**config.mk**
```make
export PLATFORM = sky130hd
export DESIGN_NAME = sc_regscroll_driver_flat
export DESIGN_NICKNAME = d
export VERILOG_FILES = /design/src/rtl/sc_regscroll_driver_if.sv /design/src/rtl/sc_regscroll_driver.sv /design/src/flat_wrapper.sv
export SDC_FILE = /design/constraint.sdc
export NUM_CORES = 1
export LEC_CHECK = 0
export ABC_AREA = 1
export CORE_AREA = 3 3 67 69
export CTS_CLUSTER_DIAMETER = 40
export CTS_CLUSTER_SIZE = 20
export DETAILED_ROUTE_END_ITERATION = 6
export DIE_AREA = 0 0 70 72
export PLACE_DENSITY = 0.8
export SLEW_MARGIN = 20
export SYNTH_ARGS = -nofsm -noshare
export SYNTH_HDL_FRONTEND = slang
export SYNTH_SLANG_ARGS = --single-unit
export TNS_END_PERCENT = 20
```
**constraint.sdc**
```tcl
create_clock -name SC_REGSCROLL_CLOCK_50 -period 1.7 [get_ports SC_REGSCROLL_CLOCK_50]
set_clock_uncertainty 0.15 [all_clocks]
set_input_delay 0.17 -clock SC_REGSCROLL_CLOCK_50 [delete_from_list [all_inputs] [get_ports SC_REGSCROLL_CLOCK_50]]
set_output_delay 0.17 -clock SC_REGSCROLL_CLOCK_50 [all_outputs]
set_load 0.03 [all_outputs]
```
**src/rtl/sc_regscroll_driver_if.sv**
```systemverilog
// Purpose: bundles the control, pattern and strobe signals between game logic, the scroll driver and the 8-bit register.
// Latency: none (wires only).
// Backpressure: none; the downstream register always accepts its clear/load strobes.
//
// Signal summary:
//   SC_REGSCROLL_start_InLow   game -> driver  start request, active low, level-sampled
//   SC_REGSCROLL_stop_InLow    game -> driver  stop request, active low, level-sampled
//   SC_REGSCROLL_dir_In        game -> driver  0 = rotate left, 1 = rotate right
//   SC_REGSCROLL_speed_InBUS   game -> driver  speed level 0..3
//   SC_REGSCROLL_seed_InBUS    game -> driver  initial pattern
//   SC_REGSCROLL_clear_OutLow  driver -> reg   one-cycle clear strobe, active low
//   SC_REGSCROLL_load_OutLow   driver -> reg   one-cycle load strobe, active low
//   SC_REGSCROLL_data_OutBUS   driver -> reg   current pattern
//   SC_REGSCROLL_busy_OutHigh  driver -> game  high while not idle
interface sc_regscroll_driver_if #(
    parameter int REGSCROLL_DATAWIDTH = 8
);
    logic                           SC_REGSCROLL_start_InLow;
    logic                           SC_REGSCROLL_stop_InLow;
    logic                           SC_REGSCROLL_dir_In;
    logic [1:0]                     SC_REGSCROLL_speed_InBUS;
    logic [REGSCROLL_DATAWIDTH-1:0] SC_REGSCROLL_seed_InBUS;
    logic                           SC_REGSCROLL_clear_OutLow;
    logic                           SC_REGSCROLL_load_OutLow;
    logic [REGSCROLL_DATAWIDTH-1:0] SC_REGSCROLL_data_OutBUS;
    logic                           SC_REGSCROLL_busy_OutHigh;

    // Driver side.
    modport master (
        input  SC_REGSCROLL_start_InLow,
        input  SC_REGSCROLL_stop_InLow,
        input  SC_REGSCROLL_dir_In,
        input  SC_REGSCROLL_speed_InBUS,
        input  SC_REGSCROLL_seed_InBUS,
        output SC_REGSCROLL_clear_OutLow,
        output SC_REGSCROLL_load_OutLow,
        output SC_REGSCROLL_data_OutBUS,
        output SC_REGSCROLL_busy_OutHigh
    );

    // Game logic / register side.
    modport slave (
        output SC_REGSCROLL_start_InLow,
        output SC_REGSCROLL_stop_InLow,
        output SC_REGSCROLL_dir_In,
        output SC_REGSCROLL_speed_InBUS,
        output SC_REGSCROLL_seed_InBUS,
        input  SC_REGSCROLL_clear_OutLow,
        input  SC_REGSCROLL_load_OutLow,
        input  SC_REGSCROLL_data_OutBUS,
        input  SC_REGSCROLL_busy_OutHigh
    );
endinterface

```
**src/rtl/sc_regscroll_driver.sv**
```systemverilog
// Purpose: rotates an internal pattern one bit every programmable period and strobes it into the downstream register.
// Latency: first load strobe 1 + period + 1 cycles after the start edge; then one load every period + 2 cycles.
// Backpressure: none; strobes are fire-and-forget, stop aborts to IDLE on the next edge.
//
// Ports:
//   SC_REGSCROLL_CLOCK_50      system clock, rising edge
//   SC_REGSCROLL_RESET_InHigh  asynchronous reset, active high
//   bus (master modport)       start/stop/dir/speed/seed in; clear/load/data/busy out
//
// PRESCALE_BASE must be a power of two, >= 8 and < 2**CNTWIDTH.
module sc_regscroll_driver #(
    parameter int REGSCROLL_DATAWIDTH      = 8,
    parameter int REGSCROLL_CNTWIDTH       = 16,
    parameter int REGSCROLL_PRESCALE_BASE  = 4096
) (
    input  logic                  SC_REGSCROLL_CLOCK_50,
    input  logic                  SC_REGSCROLL_RESET_InHigh,
    sc_regscroll_driver_if.master bus
);
    localparam int W = REGSCROLL_DATAWIDTH;
    localparam int C = REGSCROLL_CNTWIDTH;
    localparam logic [C-1:0] BASE_C = REGSCROLL_PRESCALE_BASE[C-1:0];
    localparam logic [C-1:0] ONE_C  = {{(C-1){1'b0}}, 1'b1};

    typedef enum logic [2:0] {
        ST_IDLE  = 3'd0,
        ST_CLEAR = 3'd1,
        ST_RUN   = 3'd2,
        ST_SHIFT = 3'd3,
        ST_LOAD  = 3'd4
    } state_t;

    state_t         state_r, state_nxt;
    logic [W-1:0]   pattern_r, pattern_nxt;
    logic [C-1:0]   count_r, count_nxt;
    // Period latched on entry to RUN so a speed change mid-RUN only affects the next RUN.
    logic [C-1:0]   period_r, period_nxt;

    always_ff @(posedge SC_REGSCROLL_CLOCK_50 or posedge SC_REGSCROLL_RESET_InHigh) begin
        if (SC_REGSCROLL_RESET_InHigh) begin
            state_r   <= ST_IDLE;
            pattern_r <= '0;
            count_r   <= '0;
            period_r  <= BASE_C;
        end else begin
            state_r   <= state_nxt;
            pattern_r <= pattern_nxt;
            count_r   <= count_nxt;
            period_r  <= period_nxt;
        end
    end

    always_comb begin
        state_nxt   = state_r;
        pattern_nxt = pattern_r;
        count_nxt   = count_r;
        period_nxt  = period_r;

        if (!bus.SC_REGSCROLL_stop_InLow) begin
            // Stop wins over start and over any pending transition, including the rotate in SHIFT.
            state_nxt = ST_IDLE;
            count_nxt = '0;
        end else begin
            case (state_r)
                ST_IDLE: begin
                    count_nxt = '0;
                    if (!bus.SC_REGSCROLL_start_InLow) begin
                        state_nxt   = ST_CLEAR;
                        pattern_nxt = bus.SC_REGSCROLL_seed_InBUS;
                    end
                end
                ST_CLEAR: begin
                    state_nxt  = ST_RUN;
                    count_nxt  = '0;
                    period_nxt = BASE_C >> bus.SC_REGSCROLL_speed_InBUS;
                end
                ST_RUN: begin
                    if (count_r == period_r - ONE_C) begin
                        state_nxt = ST_SHIFT;
                        count_nxt = '0;
                    end else begin
                        count_nxt = count_r + ONE_C;
                    end
                end
                ST_SHIFT: begin
                    // Rotation lands on the edge into LOAD, so data is already valid for the strobe.
                    state_nxt = ST_LOAD;
                    if (bus.SC_REGSCROLL_dir_In)
                        pattern_nxt = {pattern_r[0], pattern_r[W-1:1]};
                    else
                        pattern_nxt = {pattern_r[W-2:0], pattern_r[W-1]};
                end
                ST_LOAD: begin
                    state_nxt  = ST_RUN;
                    count_nxt  = '0;
                    period_nxt = BASE_C >> bus.SC_REGSCROLL_speed_InBUS;
                end
                default: begin
                    state_nxt = ST_IDLE;
                    count_nxt = '0;
                end
            endcase
        end
    end

    // Strobes decode straight from the state register: glitch-free with respect to inputs,
    // and they release asynchronously the moment reset forces IDLE.
    assign bus.SC_REGSCROLL_clear_OutLow = (state_r != ST_CLEAR);
    assign bus.SC_REGSCROLL_load_OutLow  = (state_r != ST_LOAD);
    assign bus.SC_REGSCROLL_busy_OutHigh = (state_r != ST_IDLE);
    assign bus.SC_REGSCROLL_data_OutBUS  = pattern_r;

endmodule
```
**src/flat_wrapper.sv**
```systemverilog
// flat-port wrapper written by rule: the top's interface ports become plain ports
module sc_regscroll_driver_flat 
#(
    parameter int REGSCROLL_DATAWIDTH      = 8,
    parameter int REGSCROLL_CNTWIDTH       = 16,
    parameter int REGSCROLL_PRESCALE_BASE  = 4096
)
  (SC_REGSCROLL_CLOCK_50, SC_REGSCROLL_RESET_InHigh, bus_SC_REGSCROLL_start_InLow, bus_SC_REGSCROLL_stop_InLow, bus_SC_REGSCROLL_dir_In, bus_SC_REGSCROLL_speed_InBUS, bus_SC_REGSCROLL_seed_InBUS, bus_SC_REGSCROLL_clear_OutLow, bus_SC_REGSCROLL_load_OutLow, bus_SC_REGSCROLL_data_OutBUS, bus_SC_REGSCROLL_busy_OutHigh);
  sc_regscroll_driver_if #(.REGSCROLL_DATAWIDTH(REGSCROLL_DATAWIDTH)) bus_i ();
  input  logic SC_REGSCROLL_CLOCK_50;
  input  logic SC_REGSCROLL_RESET_InHigh;
  input wire logic [$bits(bus_i.SC_REGSCROLL_start_InLow)-1:0] bus_SC_REGSCROLL_start_InLow;
  input wire logic [$bits(bus_i.SC_REGSCROLL_stop_InLow)-1:0] bus_SC_REGSCROLL_stop_InLow;
  input wire logic [$bits(bus_i.SC_REGSCROLL_dir_In)-1:0] bus_SC_REGSCROLL_dir_In;
  input wire logic [$bits(bus_i.SC_REGSCROLL_speed_InBUS)-1:0] bus_SC_REGSCROLL_speed_InBUS;
  input wire logic [$bits(bus_i.SC_REGSCROLL_seed_InBUS)-1:0] bus_SC_REGSCROLL_seed_InBUS;
  output wire logic [$bits(bus_i.SC_REGSCROLL_clear_OutLow)-1:0] bus_SC_REGSCROLL_clear_OutLow;
  output wire logic [$bits(bus_i.SC_REGSCROLL_load_OutLow)-1:0] bus_SC_REGSCROLL_load_OutLow;
  output wire logic [$bits(bus_i.SC_REGSCROLL_data_OutBUS)-1:0] bus_SC_REGSCROLL_data_OutBUS;
  output wire logic [$bits(bus_i.SC_REGSCROLL_busy_OutHigh)-1:0] bus_SC_REGSCROLL_busy_OutHigh;
  assign bus_i.SC_REGSCROLL_start_InLow = bus_SC_REGSCROLL_start_InLow;
  assign bus_i.SC_REGSCROLL_stop_InLow = bus_SC_REGSCROLL_stop_InLow;
  assign bus_i.SC_REGSCROLL_dir_In = bus_SC_REGSCROLL_dir_In;
  assign bus_i.SC_REGSCROLL_speed_InBUS = bus_SC_REGSCROLL_speed_InBUS;
  assign bus_i.SC_REGSCROLL_seed_InBUS = bus_SC_REGSCROLL_seed_InBUS;
  assign bus_SC_REGSCROLL_clear_OutLow = bus_i.SC_REGSCROLL_clear_OutLow;
  assign bus_SC_REGSCROLL_load_OutLow = bus_i.SC_REGSCROLL_load_OutLow;
  assign bus_SC_REGSCROLL_data_OutBUS = bus_i.SC_REGSCROLL_data_OutBUS;
  assign bus_SC_REGSCROLL_busy_OutHigh = bus_i.SC_REGSCROLL_busy_OutHigh;
  sc_regscroll_driver #(.REGSCROLL_DATAWIDTH(REGSCROLL_DATAWIDTH), .REGSCROLL_CNTWIDTH(REGSCROLL_CNTWIDTH), .REGSCROLL_PRESCALE_BASE(REGSCROLL_PRESCALE_BASE)) u_core (.SC_REGSCROLL_CLOCK_50(SC_REGSCROLL_CLOCK_50), .SC_REGSCROLL_RESET_InHigh(SC_REGSCROLL_RESET_InHigh), .bus(bus_i));
endmodule
```
==> metrics <==
outcome=finished with violations; failing checks=negative setup slack; Root Buffer=clkbuf_8; Antenna Nets Post-Route=0; Mean Syn Cell Area=7.02 um^2; via count=1970; combinational fraction of design power=46.1%; share of the synthesized area in the top cell type=38.9%; Antenna Diode Count=0; dpl hpwl=3450 um; I/O pin count=26; post-synthesis mux area share=0%; # rows=23; RR Startpoint=u_core.period_r[9]; Tightest Hold Check Type=primary input to async pin; Synth Area in Simple Gates=31.3%; Fin Setup TNS=-2.34 ns; yosys synthesis warning count=0; Design Area, Final=2610 um^2; DR DRC count=0; post-DR wirelength/cell=13.1 um; die height=72 um; DRT Pass-1 Iters=4; vias in the first global route=1811; first-pass GRT wire length=7980 um; Post-Place Setup Slack=-0.267 ns; Final Hold Viols=0; P_leak=1.29 nW; MaxCap Viol Count=0; worst setup path startpoint=u_core.period_r[9]; die width=70 um; largest cells by area after synthesis=dfrtp_1 (39%), nand2_1 (15%), inv_1 (8.9%), o21ai_0 (7.0%), nand3_1 (5.4%); Setup crit end kind=flip-flop; TritonCTS clock tree=done; layout cell share with drive strength beyond 1=19.0%; clock slew at reported path FFs=0.07 ns; maximum clock frequency=524 MHz; antenna violations before repair=0; CTS Sinks=31; cell type with the largest total area after synthesis=dfrtp_1; nets=349; hold buffers post-CTS=0; Net Sw Frac=40.5%; CP Class=flip-flop to flip-flop; most common cell after layout, fill and taps aside=nand2_1; crit path launch type=flip-flop; Yosys reg bits=31; RSZ-0062 raised after global routing=yes; Synth-to-Final Area Change=35.1%; grt total ovfl=0; Internal Power=0.00178 W; Final setup viols=13; worst skew pair latency=0.29 ns; Synth Area in Compound Gates=14.1%; clock period minus worst slack=1.91 ns; post-synthesis sequential area ratio=40.3%; PortBufs=25; clock buffer depth=2; Mapped Cells=275; pwr dens=1150 nW/um^2; power share of the sequential group=33.8%; slew margin rel.=72.5%; XOR/XNOR share of the synthesized area=2.27%; switching pwr=0.00121 W; Initial Utilization=48.6%; CP endpoint=u_core.count_r[3]; setup ws final=-0.209 ns; arrival time at the worst endpoint=1.93 ns; Distinct cells, synth=27; drt via density=5.16; R2R Setup Slk=-0.21 ns; VDD IR max=0.543 mV; CP Max Fanout=6; post-synthesis net count=292; Mapped Area=1930 um^2; commonest cells after routing, fill and taps aside=nand2_1 (73), inv_1 (43), dfrtp_1 (30); critical path required time=1.72 ns; CORE AREA=3970 um^2; pins over their slew limit=0; All-Layer GR Usage=20.0%; largest net degree at the start of global routing=32; worst reg2reg path depth=12; H-tree levels=2; reg-to-reg endpoint=u_core.count_r[3]; final period utilization=112%; placed cell area=2440 um^2; WL final=5010 um; proportion of power drawn by the clock network=20.1%; total die area=5040 um^2; largest family of logic cells by synthesized area=simple AND/OR/NAND/NOR gates; GP Congestion=0.821; worst-margin pin slew=0.409 ns; number of DRC markers in iteration 0=103; Adder-Cell Fraction of Synth Area=1.30%; CTS buffer count=5
==> layer usage <==
metal	part of all wire [%]	track usage (%)	vias to the layer above
li1	-	-	1003
met1	45	25.0	914
met2	49	33.9	47
met3	4.5	5.68	6
met4	1.5	5.74	0
met5	0	0	-
==> cell type report <==
class	instances	area, um^2
sequential	31	777
tap	50	62.6
fill	339	1370
clock buffer	6	82.6
multi-input combinational	193	1010
clock inverter	1	5.00
inverter	47	176
timing repair buffer	54	490
==> critical path, cell delays in order, from the launching register on <==
cell and delay, ns:
dfrtp_1 0.40, inv_2 0.09, ha_4 0.21, nand2_2 0.07, inv_2 0.05, nor2_4 0.09, nand3_2 0.10, nor2_4 0.14
nand2_2 0.08, nor2_4 0.19, nor2_4 0.09, nand2_1 0.08, o21ai_1 0.06
==> power by group through the flow <==
stage	clock (W)	sequential (W)	combinational (W)
global route	0.000635	0.00103	0.00151
CTS	0.000610	0.00101	0.00133
global placement	0	0.00102	0.00127
finish	0.000601	0.00101	0.00138
floorplan	0	0.00118	0.000617
detailed placement	0	0.00102	0.00130
==> cells in the mapped netlist, drive strengths merged <==
library cell and instances:
nand2 77, inv 47, o21ai 32, dfrtp 30
nor2 28, nand3 23, o211ai 9, nand4 6
xor2 5, buf 4, a21oi 2, ha 2
nor3 2, nor4 2, o22ai 2, a32o 1
clkbuf 1, dfstp 1, o41ai 1
==> logic make-up (layout without fill, tap and decap cells) <==
group | count (synthesis) | after routing
DFF | 31 | 31
buffers and inverters | 52 | 108
adders and majority gates | 2 | 2
and+or+nand+nor | 138 | 139
AOI/OAI and AO/OA | 47 | 47
xor gates and xnor gates | 5 | 5
==> through the flow <==
step	utilization, %	total power, W	hold slack, ns	instances
after CTS	64.5	0.00295	0.129	381
after global routing	65.6	0.00317	0.152	382
after floorplan	-	0.00180	0.123	275
final	65.6	0.00299	0.127	382
after global placement	61.6	0.00229	0.340	371
after detailed placement	61.6	0.00232	0.350	371
==> sequential cells by signal, indices dropped and copies added (netlist names) <==
| signal | flops |
|---|---|
| u_core.count_r | 16 |
| u_core.bus.SC_REGSCROLL_data_OutBUS | 8 |
| u_core.period_r | 4 |
| u_core.state_r | 3 |
==> worst min-delay path by stage <==
| stage | from | slack, ns | end | cells past startpoint |
|---|---|---|---|---|
| floorplan | SC_REGSCROLL_RESET_InHigh | 0.12 | u_core.bus.SC_REGSCROLL_data_OutBUS[0] | 1 |
| global placement | u_core.count_r[15] | 0.34 | u_core.count_r[15] | 2 |
| detailed placement | u_core.count_r[15] | 0.35 | u_core.count_r[15] | 2 |
| CTS | SC_REGSCROLL_RESET_InHigh | 0.13 | u_core.count_r[14] | 3 |
| global route | SC_REGSCROLL_RESET_InHigh | 0.15 | u_core.bus.SC_REGSCROLL_data_OutBUS[2] | 3 |
| finish | SC_REGSCROLL_RESET_InHigh | 0.13 | u_core.count_r[14] | 3 |
==> what timing repair did <==
action,CTS,global route
gates cloned,1,0
pin swaps,7,10
setup buffers,2,1
resized for setup,8,17
setup endpoints to repair,16,16
(Power assumes the default switching activity.)
